<file path="config.mk">
export PLATFORM = sky130hd
export DESIGN_NAME = sprite_line_fetch
export DESIGN_NICKNAME = d
export VERILOG_FILES = /design/src/rtl/sprite_line_fetch.sv
export SDC_FILE = /design/constraint.sdc
export NUM_CORES = 1
export LEC_CHECK = 0
export BUFFER_PORTS_ARGS = -buffer_cell sky130_fd_sc_hd__buf_2
export CAP_MARGIN = 10
export CORE_UTILIZATION = 45
export CTS_BUF_LIST = sky130_fd_sc_hd__clkbuf_4 sky130_fd_sc_hd__clkbuf_8
export DETAILED_ROUTE_END_ITERATION = 16
export SLEW_MARGIN = 0
export SYNTH_ARGS = -nofsm -noshare
export SYNTH_HDL_FRONTEND = slang
export SYNTH_SLANG_ARGS = --single-unit
</file>
<file path="constraint.sdc">
create_clock -name Clk -period 3.8 [get_ports Clk]
set_input_delay 0.57 -clock Clk [delete_from_list [all_inputs] [get_ports Clk]]
set_output_delay 0.57 -clock Clk [all_outputs]
set_load 0.02 [all_outputs]
</file>
<file path="src/rtl/sprite_line_fetch.sv">
// sprite_line_fetch
//
// Prefetches one row of a W x H, 8-bit-index sprite into a local line buffer
// during horizontal blank, then serves palette indices per DrawX during
// active video. The ROM port is only used during the fetch, so other
// fetchers can share the ROM for the rest of the line.
//
// Optional feature: define SPRITE_MIRROR_EN to add the 'flip' input
// (horizontal mirror, latched at line_start).
//
// Ports:
//   Clk          system clock, all logic on posedge
//   Reset_n      synchronous active-low reset
//   line_start   one-cycle pulse at start of hblank preceding line next_y
//   next_y       scanline about to be displayed
//   sprite_x/y   sprite top-left position (screen pixels)
//   DrawX        current pixel column
//   rom_addr     sprite ROM read address (0 when not fetching)
//   rom_data     ROM read data, valid one cycle after rom_addr
//   busy         fetch in progress
//   pixel_valid  opaque sprite pixel at the DrawX presented last cycle
//   pixel_idx    palette index, 0 when pixel_valid is 0
//   flip         mirror horizontally (SPRITE_MIRROR_EN only)

module sprite_line_fetch #(
    parameter int         W           = 32,
    parameter int         H           = 32,
    parameter logic [7:0] TRANSPARENT = 8'h00
) (
    input  logic        Clk,
    input  logic        Reset_n,
    input  logic        line_start,
    input  logic [9:0]  next_y,
    input  logic [9:0]  sprite_x,
    input  logic [9:0]  sprite_y,
    input  logic [9:0]  DrawX,
    output logic [15:0] rom_addr,
    input  logic [7:0]  rom_data,
    output logic        busy,
    output logic        pixel_valid,
    output logic [7:0]  pixel_idx
`ifdef SPRITE_MIRROR_EN
    ,
    input  logic        flip
`endif
);

    localparam int KW = $clog2(W);
    // W is a power of two, so the last column index is all ones.
    localparam logic [KW-1:0] K_LAST = '1;
    localparam logic [KW-1:0] K_ONE  = {{(KW-1){1'b0}}, 1'b1};
    localparam logic [9:0]    W10    = 10'(W);
    localparam logic [9:0]    H10    = 10'(H);

    typedef enum logic [1:0] {IDLE, FETCH, DRAIN, READY} state_t;

    state_t          state, state_next;
    logic [9:0]      row;
    logic [9:0]      x0;
    logic [KW-1:0]   k;
    logic            line_active;
    logic [7:0]      line_buf [W];

    logic [9:0]      row_new;
    logic            buf_we;
    logic [KW-1:0]   buf_waddr;

    logic [9:0]      col;
    logic [KW-1:0]   rd_idx;
    logic [7:0]      rd_data;

`ifdef SPRITE_MIRROR_EN
    logic            flip_q;
`endif

    // Wrapped difference: rows above the sprite land far above H.
    assign row_new = next_y - sprite_y;

    // State register.
    always_ff @(posedge Clk) begin
        if (!Reset_n) begin
            state <= IDLE;
        end else begin
            state <= state_next;
        end
    end

    // Next-state and fetch outputs. While fetching, the data arriving this
    // cycle belongs to the address issued last cycle (k-1). A line_start
    // overrides everything and suppresses the buffer write, which drops
    // the in-flight word of an aborted fetch.
    always_comb begin
        state_next = state;
        busy       = 1'b0;
        rom_addr   = 16'd0;
        buf_we     = 1'b0;
        buf_waddr  = k - K_ONE;
        case (state)
            IDLE: begin
            end
            FETCH: begin
                busy     = 1'b1;
                rom_addr = 16'(row) * 16'(W) + 16'(k);
                buf_we   = (k != '0);
                if (k == K_LAST) begin
                    state_next = DRAIN;
                end
            end
            DRAIN: begin
                busy       = 1'b1;
                buf_we     = 1'b1;
                buf_waddr  = K_LAST;
                state_next = READY;
            end
            READY: begin
            end
            default: begin
                state_next = IDLE;
            end
        endcase
        if (line_start) begin
            buf_we     = 1'b0;
            state_next = (row_new < H10) ? FETCH : IDLE;
        end
    end

    // Per-line context: row, X origin and column counter are latched at
    // line_start, so later sprite_x/sprite_y changes cannot tear the line.
    always_ff @(posedge Clk) begin
        if (!Reset_n) begin
            row         <= '0;
            x0          <= '0;
            k           <= '0;
            line_active <= 1'b0;
`ifdef SPRITE_MIRROR_EN
            flip_q      <= 1'b0;
`endif
        end else if (line_start) begin
            row         <= row_new;
            x0          <= sprite_x;
            k           <= '0;
            line_active <= 1'b0;
`ifdef SPRITE_MIRROR_EN
            flip_q      <= flip;
`endif
        end else begin
            if (state == FETCH) begin
                k <= k + K_ONE;
            end
            if (state == DRAIN) begin
                line_active <= 1'b1;
            end
        end
    end

    // Line buffer, contents are meaningless until line_active.
    always_ff @(posedge Clk) begin
        if (buf_we) begin
            line_buf[buf_waddr] <= rom_data;
        end
    end

    // Pixel lookup: columns left of the sprite wrap to large values and
    // fail the col < W test along with columns right of it.
    assign col = DrawX - x0;
`ifdef SPRITE_MIRROR_EN
    assign rd_idx = flip_q ? (K_LAST - col[KW-1:0]) : col[KW-1:0];
`else
    assign rd_idx = col[KW-1:0];
`endif
    assign rd_data = line_buf[rd_idx];

    // Registered pixel output, one cycle after DrawX.
    always_ff @(posedge Clk) begin
        if (!Reset_n) begin
            pixel_valid <= 1'b0;
            pixel_idx   <= 8'd0;
        end else if (line_active && (col < W10) && (rd_data != TRANSPARENT)) begin
            pixel_valid <= 1'b1;
            pixel_idx   <= rd_data;
        end else begin
            pixel_valid <= 1'b0;
            pixel_idx   <= 8'd0;
        end
    end

endmodule

</file>
==> results of run 1 <==
## worst max-delay path, stage by stage, from the launching register on
cell and delay, ns:
dfxtp_1 0.52, inv_1 0.14, ha_1 0.22, inv_1 0.05
o41ai_1 0.08, nor4_1 0.37, nand3_1 0.53, nor2_1 0.78
## sequential cells by signal, indices dropped and copies added (netlist names)
register and flops:
k 5, line_active 1, pixel_valid 1, row 10, line_buf 256, state 2
pixel_idx 8, x0 10
## report_power, final
group / switching (mW) / internal, mW / total, mW
combinational: 0.439 / 0.392 / 0.831
sequential: 0.0105 / 3.51 / 3.52
clock: 1.19 / 1.46 / 2.65
## final timing paths
kind,from,to,slack [ns],depth (start not counted)
worst max-delay path,k[0],line_buf[8][7],0.74,7
worst min-delay path,sprite_x[3],x0[3],0.28,3
worst max register to register,k[0],line_buf[8][7],0.74,7
worst min register to register,row[1],row[1],0.48,1
## per-layer routing
| layer | GRT usage | vias up | part of all wire |
|---|---|---|---|
| li1 | - | 3053 | - |
| met1 | 0.270 | 3449 | 0.44 |
| met2 | 0.320 | 170 | 0.50 |
| met3 | 0.0357 | 45 | 0.044 |
| met4 | 0.0594 | 0 | 0.018 |
| met5 | 0 | - | 0 |
## area by class of cell
type                    instances  area [um^2]
clock buffers                  73          873
multi-input cells             373         3690
inverters                      29          109
flip-flops and latches        293         8430
repair buffers                105          651
clock inverters                13         62.6
well taps                     341          427
fillers                      2206        12700
## through the flow
step,power (mW),util,hold slack (ns)
2_1_floorplan,4.15,-,0.440
3_3_place_gp,4.41,0.494,0.453
3_5_place_dp,4.43,0.494,0.459
4_1_cts,7.09,0.528,0.262
5_1_grt,7.28,0.528,0.269
6_report,7.01,0.528,0.282
## layout by cell type (no fill, tap or decap), types with 2 or more instances in the layout
master	Yosys	final
or3_1	4	4
xnor2_1	15	15
clkinv_2	0	4
mux2i_1	20	20
edfxtp_1	256	256
o211a_1	2	2
mux4_2	64	64
ha_1	24	23
clkinv_1	0	7
xor2_1	7	6
o21a_1	3	3
mux2_2	32	32
a31oi_1	3	3
nor4_1	5	5
buf_2	11	75
clkbuf_8	0	52
o21ai_0	6	6
inv_1	29	29
or2_2	2	2
clkbuf_4	0	21
nand2_1	14	14
or4_1	2	2
nand2b_1	3	3
o21ai_1	5	5
a21oi_1	9	9
buf_12	0	4
nor3_1	7	7
o22ai_1	16	16
buf_4	1	26
nand3b_1	2	2
and2_1	15	15
dfxtp_1	37	37
nor2b_1	33	33
nor2_1	56	56
nand3_1	8	8
## logic make-up after synthesis
family | share of synthesized area
compound gates | 0.0277
xor+xnor | 0.0156
flops | 0.684
other cells | 0.000304
mux | 0.162
simple gates | 0.0629
buf+inv | 0.0200
fa+ha+maj | 0.0276
==> flow_metrics.env, run 1 <==
export IMPL_synth_area_mm2=0.0123
export IMPL_first_pass_iters=4
export IMPL_grt_max_degree=49
export IMPL_cp_max_fo=9
export IMPL_worstSkewPairLatency_ns=0.56
export IMPL_setup_viol=0
export IMPL_tightest_slew_ns=0.997
export IMPL_finalHoldViolations=0
export IMPL_cts_resized=0
export IMPL_netlist_area_leader_share=0.623
export IMPL_core_mm2=0.0270
export IMPL_grt_pass1_wl_um=41100
export IMPL_area_growth_pct=15.5
export IMPL_die_x_um=168
export IMPL_arrival_ns=3.24
export IMPL_tns_ns=0
export IMPL_placed_cells=1141
export IMPL_pre_cts_ws_ns=0.445
export IMPL_synthTopCellsByArea="edfxtp_1, mux4_2, dfxtp_1, mux2_2, ha_1"
export IMPL_clockBufferDepth=3
export IMPL_cts_tree="yes"
export IMPL_syn_avg_cell_area_um2=17.0
export IMPL_grt_pass1_vias=7023
export IMPL_dr_total_vias=6717
export IMPL_ios=77
export IMPL_synth_cell_type_count=47
export IMPL_maxCapViolations=0
export IMPL_synthCells=727
export IMPL_drive_above_1_share=0.323
export IMPL_powerDensity_mw_per_mm2=492
export IMPL_p_leak_nw=4.97
export IMPL_io_buffers=75
export IMPL_synth_edf_count=256
export IMPL_ir_drop_mv=0.251
export IMPL_skew_ns=0.0221
export IMPL_ys_seq_area_frac=0.684
export IMPL_nets=927
export IMPL_overflow=0
export IMPL_hp_class="input port to register"
export IMPL_design_die_area_mm2=0.0281
export IMPL_ant_nets=0
export IMPL_rows=60
export IMPL_wl_um=27000
export IMPL_syn_nets=804
export IMPL_synth_top_cells_by_count="edfxtp_1, mux4_2, nor2_1"
export IMPL_yosysMostFrequentCell="edfxtp_1"
export IMPL_num_antenna_cells=0
export IMPL_numCtsBuffers=48
export IMPL_synthArstFlopShare=0
export IMPL_grt_setup_unrepaired="false"
export IMPL_relSlewSlack=0.331
export IMPL_via_per_inst=5.47
export IMPL_cp_start_kind="register"
export IMPL_drc=0
export IMPL_fin_ws_ns=0.737
export IMPL_gp_congestion=0.858
export IMPL_post_cts_setup_buffers=0
export IMPL_ctsHtreeMaxLevel=2
export IMPL_detail_route_wl_per_cell_um=22.0
export IMPL_critical_path_class="register to register"
export IMPL_antenna_found_initial=0
export IMPL_status="finished clean"
export IMPL_design_area_mm2=0.0142
export IMPL_ys_flop_type="edfxtp_1"
export IMPL_fin_crit_ns=3.06
export IMPL_hold_buffers=0
export IMPL_crit_required_ns=3.98
export IMPL_yosys_warnings=0
export IMPL_cts_root_buf="clkbuf_8"
export IMPL_cp_end_kind="register"
export IMPL_placed_cell_area_mm2=0.0133
export IMPL_synth_largest_area_cell="edfxtp_1"
export IMPL_hpwl_um=17300
export IMPL_clock_sinks=293
export IMPL_grt_usage=0.197
export IMPL_finalCritPeriodShare=0.806
export IMPL_initial_core_util=0.458
export IMPL_synth_seq_cells=293
export IMPL_fin_cells=1227
export IMPL_drt_iter0_drc=639
export IMPL_drv_slew=0
export IMPL_cts_reportedPaths_clkPinSlew_ns=0.06
export IMPL_max_freq_mhz=326
export IMPL_die_h_um=168
No activity file was read; power rests on OpenSTA's default activity.
==> inputs of run 2 (changes only) <==
Clock period 3.8 ns to 2.9 ns, I/O delays scaled along.
==> flow_metrics.env, run 2 (synthesis gave the netlist of run 1 again) <==
export IMPL_die_h_um=168
export IMPL_crit_required_ns=3.33
export IMPL_grt_pass1_wl_um=40800
export IMPL_mostFrequentLayoutCell="edfxtp_1"
export IMPL_ant_nets=0
export IMPL_initial_core_util=0.458
export IMPL_cts_root_buf="clkbuf_8"
export IMPL_fillCellCount=2135
export IMPL_design_die_area_mm2=0.0281
export IMPL_min_from="sprite_x[0]"
export IMPL_hold_buffers=0
export IMPL_hpwl_um=17700
export IMPL_regMostFlops="line_buf"
export IMPL_relSlewSlack=0.480
export IMPL_nets=974
export IMPL_numCtsBuffers=49
export IMPL_p_clk_frac=0.370
export IMPL_ios=77
export IMPL_cts_reportedPaths_clkPinSlew_ns=0.07
export IMPL_detail_route_wl_per_cell_um=21.8
export IMPL_skew_ns=0.0188
export IMPL_drt_iter0_drc=617
export IMPL_finalCritPeriodShare=0.992
export IMPL_drc=0
export IMPL_setup_viol=0
export IMPL_worstSkewPairLatency_ns=0.56
export IMPL_rows=60
export IMPL_grt_usage=0.196
export IMPL_gp_congestion=0.850
export IMPL_cp_start_kind="register"
export IMPL_top_regs="line_buf x256, row x10, x0 x10"
export IMPL_first_pass_iters=5
export IMPL_num_antenna_cells=0
export IMPL_via_per_inst=5.40
export IMPL_maxCapViolations=0
export IMPL_startpoint="x0[0]"
export IMPL_io_buffers=75
export IMPL_max_freq_mhz=348
export IMPL_powerDensity_mw_per_mm2=641
export IMPL_antenna_found_initial=0
export IMPL_status="finished clean"
export IMPL_power_internal_mw=7.21
export IMPL_cp_max_fo=20
export IMPL_fin_crit_ns=2.88
export IMPL_ctsHtreeMaxLevel=2
export IMPL_grt_max_degree=41
export IMPL_combPwrFrac=0.141
export IMPL_r2r_start="x0[0]"
export IMPL_arrival_ns=3.31
export IMPL_whs_ns=0.150
export IMPL_dr_total_vias=6884
export IMPL_overflow=0
export IMPL_largest_register_ffs=256
export IMPL_cp_end_kind="register"
export IMPL_cts_tree="yes"
export IMPL_ir_drop_mv=0.273
export IMPL_drive_above_1_share=0.358
export IMPL_pre_cts_ws_ns=-0.204
export IMPL_clock_sinks=293
export IMPL_totalPowerFinal_mw=9.45
export IMPL_clockBufferDepth=3
export IMPL_fin_ws_ns=0.0227
export IMPL_final_cell_mix="edfxtp_1, buf_2, mux4_2, buf_4, clkbuf_8"
export IMPL_hp_class="input port to register"
export IMPL_p_seq_frac=0.489
export IMPL_drv_slew=0
export IMPL_p_leak_nw=5.26
export IMPL_grt_pass1_vias=7199
export IMPL_die_x_um=168
export IMPL_swShare=0.237
export IMPL_core_mm2=0.0270
export IMPL_wl_um=27800
export IMPL_critical_path_class="register to register"
export IMPL_tightest_slew_ns=0.775
export IMPL_finalHoldViolations=0
export IMPL_area_growth_pct=19.6
export IMPL_power_switching_mw=2.24
-- run 2: cell types whose count changed in the layout (fill, tap and decap cells not counted), sizes merged --
cell,delta
clkinv,+6
inv,-1
buf,+43
-- run 2: power by group through the flow --
stage | combinational (mW) | sequential, mW | clock (mW)
4_1_cts | 1.18 | 4.62 | 3.57
3_3_place_gp | 1.15 | 4.70 | 0
5_1_grt | 1.42 | 4.62 | 3.75
2_1_floorplan | 0.742 | 4.70 | 0
6_report | 1.33 | 4.62 | 3.50
3_5_place_dp | 1.18 | 4.71 | 0
-- run 2: cell type report --
| type | instances | area (um^2) | area share |
|---|---|---|---|
| Multi-Input combinational cell | 373 | 3730 | 0.253 |
| Timing Repair Buffer | 151 | 1100 | 0.0744 |
| Clock buffer | 70 | 876 | 0.0594 |
| Tap cell | 341 | 427 | 0.0289 |
| Clock inverter | 18 | 76.3 | 0.00518 |
| Sequential cell | 293 | 8430 | 0.572 |
| Inverter | 29 | 109 | 0.00738 |
-- run 2: per-stage QoR --
stage,instances,TNS (ns),instance area [um^2],util
after floorplan,727,0,12300,-
after global placement,1175,-0.160,13600,0.504
after detailed placement,1175,-0.283,13600,0.504
after CTS,1263,0,14500,0.539
after global routing,1275,-0.0478,14700,0.547
final,1275,0,14700,0.547
-- run 2: timing repair --
item	in CTS	in global routing
buffers inserted	0	8
endpoints found under the setup margin	0	1
gates resized for setup	0	11
-- run 2: per-layer routing --
| metal | wire length [um] | GRT usage | part of all wire |
|---|---|---|---|
| met3 | 1510 | 0.0336 | 0.054 |
| met5 | 0 | 0 | 0 |
| met1 | 11800 | 0.259 | 0.42 |
| met4 | 559 | 0.0638 | 0.020 |
| met2 | 14000 | 0.330 | 0.50 |
-- run 2: critical path: stages (launching register included) --
cell	delay [ns]
dfxtp_1	0.34
ha_4	0.17
fa_2	0.58
buf_12	0.15
buf_12	0.18
mux4_2	0.32
mux2_2	0.30
o22ai_1	0.16
nor2_1	0.09
nor4_1	0.32
a21oi_1	0.13
-- run 2: final timing paths --
path,slack (ns),to,cells past startpoint
worst max-delay path,0.02,pixel_valid,10
worst min-delay path,0.15,x0[0],3
worst max register to register,0.02,pixel_valid,10
worst min register to register,0.49,row[1],1
==> inputs of run 3 (changes only) <==
Settings changed: MAX_ROUTING_LAYER from default to met4.
==> flow_metrics.env, run 3 (synthesis gave the netlist of run 1 again) <==
export IMPL_overflow=0
export IMPL_grt_max_degree=41
export IMPL_cts_reportedPaths_clkPinSlew_ns=0.07
export IMPL_initial_core_util=0.458
export IMPL_final_cell_mix="edfxtp_1, buf_2, buf_4, mux4_2, clkbuf_8"
export IMPL_grt_pass1_wl_um=40900
export IMPL_fin_crit_ns=2.91
export IMPL_powerDensity_mw_per_mm2=641
export IMPL_setup_viol=1
export IMPL_cp_start_kind="register"
export IMPL_first_pass_iters=5
export IMPL_tightest_slew_ns=0.773
export IMPL_arrival_ns=3.34
export IMPL_regMostFlops="line_buf"
export IMPL_dr_total_vias=6937
export IMPL_drt_iter0_drc=599
export IMPL_drive_above_1_share=0.362
export IMPL_skew_ns=0.0202
export IMPL_maxCapViolations=0
export IMPL_cp_max_fo=20
export IMPL_placed_cells=1175
export IMPL_status="complete, but fails checks"
export IMPL_cp_num_buf_inv=2
export IMPL_nets=977
export IMPL_cp_end_kind="register"
export IMPL_rows=60
export IMPL_worstSkewPairLatency_ns=0.56
export IMPL_antenna_found_initial=0
export IMPL_hp_class="input port to register"
export IMPL_core_mm2=0.0270
export IMPL_gp_congestion=0.864
export IMPL_fin_ws_ns=-0.0116
export IMPL_clockBufferDepth=3
export IMPL_clock_sinks=293
export IMPL_wl_um=28100
export IMPL_finalCritPeriodShare=1.00
export IMPL_top_regs="line_buf x256, row x10, x0 x10"
export IMPL_grt_usage=0.202
export IMPL_die_h_um=168
export IMPL_ctsHtreeMaxLevel=2
export IMPL_critPathSlowestCell="fa_2"
export IMPL_detail_route_wl_per_cell_um=22.0
export IMPL_num_antenna_cells=0
export IMPL_numCtsBuffers=49
export IMPL_max_freq_mhz=343
export IMPL_critical_path_class="register to register"
export IMPL_largest_register_ffs=256
export IMPL_whs_ns=0.151
export IMPL_cts_tree="yes"
export IMPL_fin_cells=1278
export IMPL_critPathTopFamily="adder cells"
export IMPL_die_x_um=168
export IMPL_ios=77
export IMPL_mostFrequentLayoutCell="edfxtp_1"
export IMPL_drc=0
export IMPL_ir_drop_mv=0.272
export IMPL_hpwl_um=17700
export IMPL_via_per_inst=5.43
export IMPL_ant_nets=0
export IMPL_r2r_start="x0[0]"
export IMPL_p_leak_nw=5.28
export IMPL_crit_chain="ha_4 -> fa_2 -> buf_12 -> buf_12 -> mux4_2 -> mux2_2 -> o22ai_1 -> nor2_1 -> nor4_2 -> a21oi_1"
export IMPL_area_growth_pct=20.0
export IMPL_crit_required_ns=3.33
export IMPL_startpoint="x0[0]"
export IMPL_finalHoldViolations=0
export IMPL_grt_pass1_vias=7174
export IMPL_cts_root_buf="clkbuf_8"
export IMPL_worst_path_most_repeated_cell="buf_12"
export IMPL_violations="negative setup slack"
export IMPL_slowest_delay_ns=0.59
export IMPL_min_from="sprite_x[0]"
export IMPL_io_buffers=75
export IMPL_relSlewSlack=0.481
export IMPL_drv_slew=0
export IMPL_design_die_area_mm2=0.0281
-- run 3: cell count changes in the layout (fill, tap and decap cells not counted) --
cell | previous run | this run
o22ai_2 | 2 | 3
dfxtp_2 | 0 | 1
o22ai_1 | 14 | 13
dfxtp_1 | 37 | 36
buf_4 | 64 | 65
buf_12 | 7 | 8
buf_6 | 1 | 2
-- run 3: timing repair --
action | 4_1_cts | 5_1_grt
buffers inserted | 0 | 11
resized for setup | 0 | 13
hold buffers | 0 | 0
endpoints found under the setup margin | 0 | 1
-- run 3: layout make-up --
class | count | area (um^2)
multi-input combinational | 373 | 3740
inverter | 29 | 109
clock buffer | 70 | 876
fill | 2129 | 12200
sequential | 293 | 8430
clock inverter | 18 | 76.3
tap | 341 | 427
timing repair buffer | 154 | 1140
-- run 3: stage by stage --
step	total power [mW]	util	setup TNS, ns	instance area, um^2	worst slack (ns)
after global placement	5.86	0.504	-0.160	13600	-0.104
after CTS	9.37	0.539	0	14500	0.0367
final	9.48	0.549	-0.0116	14800	-0.0116
after global routing	9.82	0.549	-0.0598	14800	-0.0598
after detailed placement	5.88	0.504	-0.283	13600	-0.204
after floorplan	5.44	-	0	12300	0.139
-- run 3: worst paths after layout --
check	endpoint	slack, ns	cells past startpoint
setup reg to reg	pixel_valid	-0.01	10
hold / removal	x0[0]	0.15	3
setup / recovery	pixel_valid	-0.01	10
hold reg to reg	row[1]	0.49	1
-- run 3: worst register-to-register path: stages (launching register included) --
cell and delay (ns):
dfxtp_2 0.34, ha_4 0.16, fa_2 0.59, buf_12 0.16, buf_12 0.19, mux4_2 0.34, mux2_2 0.31, o22ai_1 0.18
nor2_1 0.11, nor4_2 0.29, a21oi_1 0.12
-- run 3: layer usage --
| metal | GRT usage | up-vias | part of all wire |
|---|---|---|---|
| met2 | 0.330 | 202 | 0.50 |
| met5 | - | - | 0 |
| li1 | - | 3161 | - |
| met4 | 0.0630 | 0 | 0.021 |
| met1 | 0.259 | 3510 | 0.42 |
| met3 | 0.0343 | 64 | 0.057 |
-- run 3: report_power, final --
part	leakage [nW]	switching, mW	internal [mW]
Sequential	2.60	0.0140	4.60
Combinational	2.18	0.670	0.696
Clock	0.503	1.56	1.93
